File: src/rtl/detector_event_reader.sv
`default_nettype none
// ============================================================================
// Module   : detector_event_reader
// Purpose  : Synchronises an asynchronous detector hit bus and opens a
//            coincidence window on the first masked hit. Hits are ORed over
//            the window, and the event is classified by how many detector
//            groups were hit. Accepted events go out as {timestamp, pattern}
//            records on an AXI4-Stream master. A programmable dead time
//            follows each decision.
// Ports    : aclk, aresetn (sync, active-low)
//            det_data        - asynchronous hit bus
//            cfg_window      - extra window cycles after the trigger
//            cfg_dead        - dead-time cycles after a decision (+1)
//            cfg_mask        - per-channel enable
//            cfg_min_groups  - groups required to accept an event
//            test_data       - per-group OR of the accumulated pattern
//            m_axis_*        - record stream {timestamp, pattern}
//            event_cntr      - accepted events emitted
//            drop_cntr       - accepted events dropped (output busy)
// Revision : 1.0 - initial release
// ============================================================================
module detector_event_reader #(
  parameter int DET_WIDTH   = 64,
  parameter int GROUP_WIDTH = 16,
  parameter int CNTR_WIDTH  = 8,
  parameter int TS_WIDTH    = 32,
  parameter int SYNC_FF     = 4
) (
  input  logic                          aclk,
  input  logic                          aresetn,
  input  logic [DET_WIDTH-1:0]          det_data,
  input  logic [CNTR_WIDTH-1:0]         cfg_window,
  input  logic [CNTR_WIDTH-1:0]         cfg_dead,
  input  logic [DET_WIDTH-1:0]          cfg_mask,
  input  logic [7:0]                    cfg_min_groups,
  output logic [DET_WIDTH/GROUP_WIDTH-1:0] test_data,
  output logic [TS_WIDTH+DET_WIDTH-1:0] m_axis_tdata,
  output logic                          m_axis_tvalid,
  input  logic                          m_axis_tready,
  output logic [31:0]                   event_cntr,
  output logic [31:0]                   drop_cntr
);

  localparam int GROUPS = DET_WIDTH / GROUP_WIDTH;

  typedef enum logic [1:0] {
    IDLE    = 2'd0,
    COLLECT = 2'd1,
    DECIDE  = 2'd2,
    DEAD    = 2'd3
  } state_t;

  state_t                        r_state, w_state_n;
  logic [DET_WIDTH-1:0]          r_sync [SYNC_FF];
  logic [DET_WIDTH-1:0]          r_acc, w_acc_n;
  logic [CNTR_WIDTH-1:0]         r_cntr, w_cntr_n;
  logic [TS_WIDTH-1:0]           r_ts;
  logic [TS_WIDTH-1:0]           r_ts_lat, w_ts_lat_n;
  logic [TS_WIDTH+DET_WIDTH-1:0] r_tdata, w_tdata_n;
  logic                          r_tvalid, w_tvalid_n;
  logic [31:0]                   r_evt, w_evt_n;
  logic [31:0]                   r_drop, w_drop_n;
  logic [DET_WIDTH-1:0]          w_hit;
  logic [GROUPS-1:0]             w_grp_or;
  logic [8:0]                    w_ngroups;
  logic                          w_accept;
  logic                          w_slot_free;

  // Per-bit synchroniser; no coherence across the bus is implied.
  always_ff @(posedge aclk) begin
    if (!aresetn) begin
      for (int i = 0; i < SYNC_FF; i++) r_sync[i] <= '0;
    end else begin
      r_sync[0] <= det_data;
      for (int i = 1; i < SYNC_FF; i++) r_sync[i] <= r_sync[i-1];
    end
  end

  assign w_hit = r_sync[SYNC_FF-1] & cfg_mask;

  always_ff @(posedge aclk) begin
    if (!aresetn) r_ts <= '0;
    else          r_ts <= r_ts + TS_WIDTH'(1);
  end

  for (genvar g = 0; g < GROUPS; g++) begin : g_grp
    assign w_grp_or[g] = |r_acc[g*GROUP_WIDTH +: GROUP_WIDTH];
  end

  always_comb begin
    w_ngroups = '0;
    for (int g = 0; g < GROUPS; g++) w_ngroups = w_ngroups + {8'd0, w_grp_or[g]};
  end

  assign w_accept    = (w_ngroups >= {1'b0, cfg_min_groups});
  // The output register can take a new record if empty or draining this cycle.
  assign w_slot_free = !r_tvalid || m_axis_tready;

  always_comb begin
    w_state_n  = r_state;
    w_acc_n    = r_acc;
    w_cntr_n   = r_cntr;
    w_ts_lat_n = r_ts_lat;
    w_tdata_n  = r_tdata;
    w_tvalid_n = r_tvalid && !m_axis_tready;
    w_evt_n    = r_evt;
    w_drop_n   = r_drop;
    case (r_state)
      IDLE: begin
        w_acc_n  = w_hit;
        w_cntr_n = '0;
        if (|w_hit) begin
          w_ts_lat_n = r_ts;
          w_state_n  = COLLECT;
        end
      end
      COLLECT: begin
        w_acc_n  = r_acc | w_hit;
        w_cntr_n = r_cntr + CNTR_WIDTH'(1);
        if (r_cntr >= cfg_window) w_state_n = DECIDE;
      end
      DECIDE: begin
        w_cntr_n  = '0;
        w_state_n = DEAD;
        if (w_accept) begin
          if (w_slot_free) begin
            // A reload in the handshake cycle keeps tvalid asserted.
            w_tdata_n  = {r_ts_lat, r_acc};
            w_tvalid_n = 1'b1;
            w_evt_n    = r_evt + 32'd1;
          end else begin
            w_drop_n = r_drop + 32'd1;
          end
        end
      end
      DEAD: begin
        w_cntr_n = r_cntr + CNTR_WIDTH'(1);
        if (r_cntr >= cfg_dead) w_state_n = IDLE;
      end
      default: w_state_n = IDLE;
    endcase
  end

  always_ff @(posedge aclk) begin
    if (!aresetn) begin
      r_state  <= IDLE;
      r_acc    <= '0;
      r_cntr   <= '0;
      r_ts_lat <= '0;
      r_tdata  <= '0;
      r_tvalid <= 1'b0;
      r_evt    <= '0;
      r_drop   <= '0;
    end else begin
      r_state  <= w_state_n;
      r_acc    <= w_acc_n;
      r_cntr   <= w_cntr_n;
      r_ts_lat <= w_ts_lat_n;
      r_tdata  <= w_tdata_n;
      r_tvalid <= w_tvalid_n;
      r_evt    <= w_evt_n;
      r_drop   <= w_drop_n;
    end
  end

  assign test_data     = w_grp_or;
  assign m_axis_tdata  = r_tdata;
  assign m_axis_tvalid = r_tvalid;
  assign event_cntr    = r_evt;
  assign drop_cntr     = r_drop;

endmodule
`default_nettype wire

File: config.mk
export PLATFORM = sky130hd
export DESIGN_NAME = detector_event_reader
export DESIGN_NICKNAME = d
export VERILOG_FILES = /design/src/rtl/detector_event_reader.sv
export SDC_FILE = /design/constraint.sdc
export NUM_CORES = 1
export LEC_CHECK = 0
export ABC_AREA = 1
export BUFFER_PORTS_ARGS = -buffer_cell sky130_fd_sc_hd__buf_4
export CORE_MARGIN = 5
export CORE_UTILIZATION = 40
export DETAILED_ROUTE_END_ITERATION = 6
export GPL_TIMING_DRIVEN = 0
export MAX_ROUTING_LAYER = met4
export PLACE_DENSITY = 0.61
export SYNTH_ARGS = -nofsm -noshare
export SYNTH_HDL_FRONTEND = slang
export SYNTH_SLANG_ARGS = --single-unit
File: constraint.sdc
create_clock -name aclk -period 7.34 [get_ports aclk]
set_clock_uncertainty 0.15 [all_clocks]
set_input_delay 0.734 -clock aclk [delete_from_list [all_inputs] [get_ports aclk]]
set_output_delay 0.734 -clock aclk [all_outputs]
set_load 0.02 [all_outputs]
==> flow_metrics.py, run 1 <==
metrics = {
    "outcome": {
        "outcome": "finished clean",
    },
    "final_layout": {
        "drive_above_1_share": 0.163,
        "mostFrequentLayoutCells": "639 x nand2_1, 555 x dfxtp_1, 380 x inv_1",
        "final_common_cell": "nand2_1",
        "final_nets": 3254,
        "area_growth_pct": 24.9,
    },
    "routing": {
        "ant_nets": 0,
        "drc": 0,
        "via_per_inst": 4.62,
        "dr_total_vias": 17500,
        "drt_first_iter_violations": 1122,
        "wl_per_cell_um": 15.8,
        "wl_mm": 60.0,
        "drt-pass1-iter-count": 5,
    },
    "yosys": {
        "synth_area_leaders": "dfxtp_1 54%, nand2_1 12%, inv_1 6.9%",
        "syn_avg_cell_area_um2": 7.67,
        "synth_cell_types": 42,
        "synth_fp_nets": 2877,
        "netlist_area_mm2": 0.0206,
        "yosysTopAreaCellShare": 0.538,
        "yosys_warnings": 0,
        "synthCells": 2692,
        "ys_seq_elements": 555,
        "yosys.area.top_type": "dfxtp_1",
        "yosysSeqAreaShare": 0.538,
    },
    "global_routing": {
        "grt_max_degree": 15,
        "antenna_found_initial": 2,
        "grt.total_usage": 0.212,
        "grt_pass1_vias": 17000,
        "grt-ovfl-total": 0,
        "grt_pass1_wl_mm": 92.3,
    },
    "worst_setup_path": {
        "path_class": "flop to flop",
        "cp.required_ns": 7.68,
        "cp_data_arrival_time_ns": 4.46,
        "end_kind": "flop",
        "startpoint_type": "flop",
        "critical-path-top-delay-family": "simple AND/OR/NAND/NOR gates",
        "worstReg2RegStart": "r_acc[28]",
        "r2r_end": "event_cntr[14]",
        "critPathSlowestCell": "nor4_1",
        "reg2reg_slack_ns": 3.22,
        "path_cells": "nor4_1, nand4_1, inv_1, fa_1, inv_1, ha_1, ha_1, ha_1, inv_2, a21oi_1, o21ai_1, nand2_1, nand2_1, nor2_4, buf_2, nand2_1, inv_2, nand3_1, nand2_1, nor2_1",
        "reg2reg_depth": 20,
        "crit_top_cell": "nand2_1",
        "cpPeakStageDelay_ns": 0.44,
        "critPathBufInv": 5,
        "worst-path-max-fanout": 10,
    },
    "sta": {
        "fin_crit_sh": 0.561,
        "rsz0062_at_grt": "no",
        "min_period_ns": 4.12,
        "tightest_slew_ns": 1.14,
        "report.final.hold_viol_count": 0,
        "finalMaxSlewViolations": 0,
        "relSlewSlack": 0.243,
        "fin_setup_tns_ns": 0,
        "fmax_ghz": 0.243,
        "setup_slack_ns": 3.22,
        "setup-violations-final": 0,
    },
    "place": {
        "preCtsSetupSlack_ns": 3.17,
        "hpwlAfterDp_mm": 47.1,
        "port_buffers": 318,
        "gp_congestion": 0.914,
    },
    "power": {
        "switching_share": 0.257,
        "p_seq_frac": 0.470,
        "p_leak_nw": 12.9,
        "p_sw_mw": 1.75,
        "ir_worst_vdd_mv": 0.166,
        "powerDensity_mw_per_mm2": 264,
        "p_clk_frac": 0.424,
        "power.internal_mw": 5.06,
        "combPwrFrac": 0.106,
    },
    "worst_hold_path": {
        "hold_class": "input port to flop",
        "min_to": "r_sync[0][41]",
        "holdPathStages": 3,
        "min_from": "det_data[41]",
    },
    "clock_network": {
        "cts-root-buf": "clkbuf_16",
        "cts_num_sinks": 555,
        "clk_latency_ns": 0.60,
        "clk_pin_slew_ns": 0.06,
        "cts_max_path_buffers": 3,
        "cts_setup_buffers": 0,
        "htreeDepth": 2,
        "hold_buffers": 0,
        "cts_buffers": 57,
        "cts_tree": "built",
        "cts_resized": 0,
    },
    "floorplan": {
        "io_pins": 320,
        "initial_utilization": 0.403,
        "core_area_mm2": 0.0512,
        "die_y_um": 237,
        "num_rows": 83,
        "die_area_mm2": 0.0562,
        "die_x_um": 237,
    },
    "job": {
        "maxCapViolCount": 0,
    },
}
## through the flow
stage	utilization	power, mW	area (um^2)	std cells	hold slack [ns]
2_1_floorplan	-	3.70	20600	2692	0.240
3_3_place_gp	0.466	3.97	23900	3690	0.244
3_5_place_dp	0.466	4.00	23900	3690	0.247
4_1_cts	0.504	6.88	25800	3797	0.130
5_1_grt	0.504	7.11	25800	3798	0.144
6_report	0.504	6.81	25800	3798	0.172
## state kept, by name, indices dropped and copies added (netlist names)
name	count
event_cntr	32
m_axis_tdata	96
r_ts	32
r_state	2
r_acc	64
r_cntr	8
m_axis_tvalid	1
r_ts_lat	32
drop_cntr	32
r_sync	256
## kinds of logic (layout without fill, tap and decap cells)
group	count (synthesis)	after routing	synth area share
other	0	1	0
AND/OR/NAND/NOR	1209	1209	0.246
adder cells (fa/ha/maj)	30	30	0.0185
XOR/XNOR	26	26	0.0110
flip-flops	555	555	0.538
buffers and inverters	509	934	0.0956
AO/OA/AOI/OAI	363	363	0.0901
## metal layers
layer	GRT usage	share of wire	routed length, um
met4	0.0698	0.034	2020
met1	0.259	0.43	25900
met3	0.0486	0.062	3730
met5	-	0	0
met2	0.351	0.47	28300
## power by group through the flow
stage	clock network [mW]	registers, mW	logic (mW)
finish	2.89	3.20	0.725
global route	3.08	3.21	0.820
CTS	2.95	3.20	0.733
detailed placement	0	3.27	0.730
global placement	0	3.26	0.709
floorplan	0	3.25	0.448
## cell type report
cell class	instances	area (um^2)
inverter	402	1510
multi-input combinational	1628	7560
clock buffer	83	1680
antenna	1	2.50
buffer	107	464
sequential	555	11100
fill	4986	25400
clock inverter	24	220
tap	680	851
timing repair buffer	318	2390
## cell usage after synthesis (all sizes together)
cell type	count
nand3	98
nor3	47
o21a	7
nor4	20
xnor2	4
o21ai	175
xor2	22
a21boi	3
nor3b	3
clkbuf	69
a31oi	3
and2	1
nand4	29
o21bai	2
clkinv	2
nand2	649
dfxtp	555
a21oi	171
fa	1
a31o	1
buf	38
inv	400
nor2	348
o211a	1
and3	7
nand3b	7
ha	29
## worst max path at each step
stage | startpoint | to | slack (ns) | depth (start not counted)
final | r_acc[28] | event_cntr[14] | 3.22 | 20
after global routing | r_acc[28] | event_cntr[14] | 2.90 | 20
after CTS | r_acc[28] | event_cntr[14] | 3.14 | 20
after detailed placement | r_acc[28] | event_cntr[14] | 3.17 | 20
after global placement | r_acc[28] | event_cntr[14] | 3.23 | 20
after floorplan | r_acc[63] | event_cntr[14] | 3.98 | 20
## worst reg2reg max path: cells and delay by family (launching register included)
| family | cells | cell delay [ns] |
|---|---|---|
| AND/OR/NAND/NOR | 9 | 1.51 |
| adder cells (fa/ha/maj) | 4 | 1.08 |
| buffers and inverters | 5 | 0.76 |
| flip-flops | 1 | 0.33 |
| AO/OA/AOI/OAI | 2 | 0.17 |
Power figures use the tool's default switching activity.
==> run 2: changes to the inputs <==
Clock period 7.34 ns to 3.9 ns, I/O delays scaled along.
==> run 2 against run 1 <==
Routed wire length grew 2.3%; die area is the same; utilization grew 2.8 points; critical path type unchanged; critical path depth is the same; combinational power grew 100%; sequential power grew 88%; sequential share of layout area shrank 2.3 points; critical endpoint unchanged; setup slack lost 3.0 ns.
==> flow_metrics.py, run 2 (synthesis results as in run 1) <==
metrics = {
    "final_layout": {
        "fin_util": 0.532,
        "largest_reg_flops": 256,
        "drive_above_1_share": 0.162,
        "final_nets": 3386,
        "regMostFlops": "r_sync",
        "mostFrequentLayoutCells": "639 x nand2_1, 555 x dfxtp_1, 379 x inv_1",
        "area_growth_pct": 32.0,
        "final_common_cell": "nand2_1",
    },
    "sta": {
        "report.final.hold_viol_count": 0,
        "min_period_ns": 3.70,
        "fmax_ghz": 0.270,
        "tightest_slew_ns": 1.11,
        "relSlewSlack": 0.260,
        "rsz0062_at_grt": "yes",
        "setup-violations-final": 0,
        "finalMaxSlewViolations": 0,
        "whs_ns": 0.0728,
        "fin_crit_sh": 0.949,
    },
    "worst_hold_path": {
        "hold_class": "input port to flop",
        "min_to": "r_acc[5]",
        "holdPathStages": 3,
        "min_from": "cfg_mask[5]",
    },
    "floorplan": {
        "io_pins": 320,
        "num_rows": 83,
        "core_area_mm2": 0.0512,
        "die_x_um": 237,
        "initial_utilization": 0.403,
        "die_y_um": 237,
        "die_area_mm2": 0.0562,
    },
    "clock_network": {
        "clk_pin_slew_ns": 0.06,
        "cts_tree": "built",
        "htreeDepth": 2,
        "cts_max_path_buffers": 3,
        "cts_buffers": 57,
        "clk_latency_ns": 0.60,
        "cts-root-buf": "clkbuf_16",
        "cts_num_sinks": 555,
    },
    "outcome": {
        "outcome": "finished clean",
    },
    "routing": {
        "dr_total_vias": 18100,
        "ant_nets": 0,
        "drt-pass1-iter-count": 5,
        "wl_per_cell_um": 15.6,
        "drt_first_iter_violations": 1117,
        "via_per_inst": 4.60,
        "drc": 0,
        "wl_mm": 61.4,
    },
    "worst_setup_path": {
        "cp_data_arrival_time_ns": 4.04,
        "end_kind": "flop",
        "worst-path-max-fanout": 10,
        "r2r_end": "event_cntr[14]",
        "cp.required_ns": 4.24,
        "path_class": "flop to flop",
        "startpoint_type": "flop",
        "worstReg2RegStart": "r_acc[16]",
        "reg2reg_depth": 20,
        "reg2reg_slack_ns": 0.20,
    },
    "global_routing": {
        "antenna_found_initial": 9,
        "grt_pass1_vias": 17600,
        "grt_pass1_wl_mm": 94.9,
        "grt.total_usage": 0.217,
        "grt-ovfl-total": 0,
        "grt_max_degree": 15,
    },
    "place": {
        "gp_congestion": 0.914,
        "port_buffers": 318,
        "hpwlAfterDp_mm": 47.1,
    },
    "power": {
        "ir_worst_vdd_mv": 0.309,
        "p_leak_nw": 13.5,
        "powerDensity_mw_per_mm2": 475,
    },
    "job": {
        "maxCapViolCount": 0,
    },
}
run 2: changes by cell type in the layout (fill, tap and decap cells not counted), sizes merged:
cell / delta
dlygate4sd3: +128
clkbuf: +7
diode: +7
buf: -3
run 2: metrics by stage:
step	power, mW	area (um^2)	setup WS [ns]	setup TNS (ns)	instances
2_1_floorplan	6.96	20600	0.536	0	2692
3_3_place_gp	7.47	23900	-0.210	-18.76	3690
3_5_place_dp	7.52	23900	-0.269	-23.89	3690
4_1_cts	13.1	27100	0.00129	0	3926
5_1_grt	13.5	27200	-0.0397	-0.118	3937
6_report	12.9	27200	0.198	0	3937
run 2: worst max path at each step:
stage,startpoint,endpoint,cells past startpoint
final,r_acc[16],event_cntr[14],20
after global routing,r_acc[31],event_cntr[14],20
after CTS,r_acc[63],m_axis_tdata[4],19
after detailed placement,r_acc[28],event_cntr[14],20
after global placement,r_acc[28],event_cntr[14],20
after floorplan,r_acc[63],event_cntr[14],20
run 2: power by group:
group          switching [mW]  internal (mW)
registers               0.114           5.91
clock network            2.23           3.19
logic                   0.968          0.517
total                    3.31           9.62
run 2: final cells by class:
| type | count | area [um^2] |
|---|---|---|
| flip-flops and latches | 555 | 11100 |
| well taps | 680 | 851 |
| inverters | 402 | 1510 |
| clock buffers | 83 | 1680 |
| repair buffers | 450 | 3700 |
| plain buffers | 107 | 526 |
| diodes | 8 | 20.0 |
| fillers | 4799 | 24000 |
| clock inverters | 24 | 220 |
| multi-input cells | 1628 | 7620 |
run 2: layer usage:
layer	wire length, um	part of all wire	vias to the layer above	global-route usage
met4	2110	0.034	0	0.0703
met1	27000	0.44	8176	0.266
met5	0	0	-	-
li1	-	-	9399	-
met3	3000	0.049	124	0.0388
met2	29200	0.48	425	0.364
run 2: repair_timing:
action / in CTS / in global routing
gates resized for setup: 7 / 43
endpoints found under the hold margin: 128 / 0
pin swaps: 2 / 7
hold buffers: 128 / 0
endpoints found under the setup margin: 136 / 142
buffers inserted: 1 / 3
run 2: critical path, stage by stage (launching register included):
cell	delay, ns
dfxtp_1	0.34
nor4_2	0.33
nand4_1	0.24
inv_1	0.12
fa_1	0.41
inv_1	0.06
ha_1	0.13
ha_1	0.23
ha_1	0.31
inv_2	0.04
a21oi_1	0.10
o21ai_1	0.07
nand2_1	0.10
nand2_1	0.11
nor2_4	0.17
buf_6	0.22
nand2_1	0.15
inv_2	0.12
nand3_1	0.07
nand2_1	0.07
nor2_1	0.04
==> run 3: changes to the inputs <==
Settings changed: CORE_UTILIZATION 40 to 28, PLACE_DENSITY 0.61 to 0.46.
==> run 3 against run 2 <==
Sequential power about the same; combinational power rose by 5%; routed wire length increased by 11%; register-to-register slack worse by 0.02 ns; global-route usage shrank 4.5 points; sequential cell count is the same; worst hold slack got worse by 0.027 ns; critical path type unchanged; critical endpoint unchanged.
==> flow_metrics.py, run 3 (synthesis results as in run 1) <==
metrics = {
    "outcome": {
        "outcome": "finished clean",
    },
    "final_layout": {
        "mostFrequentLayoutCells": "637 x nand2_1, 553 x dfxtp_1, 379 x inv_1",
        "multiInputGateArea_mm2": 0.00768,
        "final_nets": 3396,
        "area_growth_pct": 35.6,
        "fillers": 7638,
        "largest_reg_flops": 256,
        "fin_area_mm2": 0.0280,
        "final_common_cell": "nand2_1",
        "drive_above_1_share": 0.167,
        "regMostFlops": "r_sync",
        "final_cells": 4224,
        "fin_util": 0.383,
        "register_area_mm2": 0.0111,
    },
    "sta": {
        "tightest_slew_ns": 1.25,
        "setup-violations-final": 0,
        "fmax_ghz": 0.269,
        "min_period_ns": 3.72,
        "fin_crit_sh": 0.954,
        "report.final.hold_viol_count": 0,
        "finalMaxSlewViolations": 0,
        "fin_setup_tns_ns": 0,
        "relSlewSlack": 0.165,
    },
    "clock_network": {
        "cts-root-buf": "clkbuf_16",
        "cts_tree": "built",
        "clk_pin_slew_ns": 0.05,
        "htreeDepth": 3,
        "clk_latency_ns": 0.60,
        "cts_num_sinks": 555,
        "cts_max_path_buffers": 3,
        "cts_buffers": 66,
    },
    "place": {
        "port_buffers": 318,
        "hpwlAfterDp_mm": 52.5,
        "dp.cells": 3969,
        "placed_area_mm2": 0.0242,
        "gp_congestion": 0.881,
    },
    "worst_setup_path": {
        "end_kind": "flop",
        "cp.required_ns": 4.23,
        "startpoint_type": "flop",
        "cp_data_arrival_time_ns": 4.05,
        "path_class": "flop to flop",
        "worst-path-max-fanout": 5,
    },
    "power": {
        "ir_worst_vdd_mv": 0.272,
        "powerDensity_mw_per_mm2": 484,
        "power.internal_mw": 9.96,
        "total_power_mw": 13.5,
        "p_leak_nw": 13.6,
        "switching_share": 0.263,
        "p_seq_frac": 0.446,
        "combPwrFrac": 0.115,
        "p_clk_frac": 0.440,
        "p_sw_mw": 3.56,
    },
    "global_routing": {
        "grt_pass1_wl_mm": 103,
        "grt_pass1_vias": 18000,
        "antenna_found_initial": 11,
        "grt-ovfl-total": 0,
        "grt.total_usage": 0.172,
        "grt_max_degree": 14,
    },
    "floorplan": {
        "die_x_um": 282,
        "die_y_um": 282,
        "core_area_mm2": 0.0731,
        "num_rows": 99,
        "io_pins": 320,
        "initial_utilization": 0.282,
        "die_area_mm2": 0.0792,
    },
    "worst_hold_path": {
        "hold_class": "input port to flop",
    },
    "routing": {
        "dr_total_vias": 18000,
        "drc": 0,
        "drt_first_iter_violations": 848,
        "ant_nets": 0,
        "wl_per_cell_um": 16.1,
        "drt-pass1-iter-count": 5,
        "via_per_inst": 4.27,
        "wl_mm": 68.0,
    },
    "job": {
        "maxCapViolCount": 0,
    },
}
run 3: layout make-up:
class                           count  area share
Sequential cell                   555       0.397
Multi-Input combinational cell   1628       0.275
Timing Repair Buffer              451       0.134
Clock buffer                       93      0.0670
Inverter                          402      0.0541
Tap cell                          959      0.0429
Buffer                            107      0.0207
Clock inverter                     20     0.00908
Antenna cell                        9    0.000805
run 3: what timing repair did:
action	4_1_cts	5_1_grt
setup endpoints to repair	160	146
pin swaps	4	8
buffers inserted	4	2
hold endpoints to repair	126	0
hold buffers	126	0
gates cloned	0	1
gates resized for setup	16	64
run 3: worst paths after layout:
check / from / endpoint / slack (ns) / cells past startpoint
hold / removal: cfg_mask[5] / r_acc[5] / 0.05 / 3
hold reg to reg: r_sync[0][44] / r_sync[1][44] / 0.25 / 2
setup reg to reg: r_acc[55] / event_cntr[14] / 0.18 / 21
setup / recovery: r_acc[55] / event_cntr[14] / 0.18 / 21
run 3: power groups by stage:
stage / Sequential (mW) / Combinational [mW] / Clock (mW)
2_1_floorplan: 6.12 / 0.843 / 0
3_3_place_gp: 6.14 / 1.42 / 0
3_5_place_dp: 6.15 / 1.45 / 0
4_1_cts: 6.03 / 1.57 / 6.15
5_1_grt: 6.05 / 1.75 / 6.40
6_report: 6.03 / 1.55 / 5.95
run 3: per-stage QoR:
step | hold slack [ns] | setup slack [ns]
floorplan | 0.240 | 0.536
global placement | 0.246 | -0.775
detailed placement | 0.245 | -0.757
CTS | 0.000371 | 0.00143
global route | 0.0164 | -0.00774
finish | 0.0458 | 0.180
run 3: worst max-delay path: stages (launching register included):
cell and delay [ns]:
dfxtp_1 0.32, nor4_1 0.34, nand4_1 0.23, inv_2 0.14, fa_1 0.42, inv_1 0.07
ha_2 0.18, ha_4 0.20, ha_4 0.27, inv_2 0.03, a21oi_1 0.11, o21ai_1 0.07
nand2_1 0.11, nand2_2 0.08, nor2_4 0.15, buf_12 0.14, clkbuf_16 0.17, nand2_2 0.09
inv_4 0.10, nand3_1 0.07, nand2_1 0.08, nor2_1 0.05
run 3: metal layers:
| layer | GRT usage | part of all wire |
|---|---|---|
| met1 | 0.217 | 0.46 |
| met4 | 0.0581 | 0.030 |
| met5 | - | 0 |
| met3 | 0.0327 | 0.049 |
| met2 | 0.279 | 0.46 |
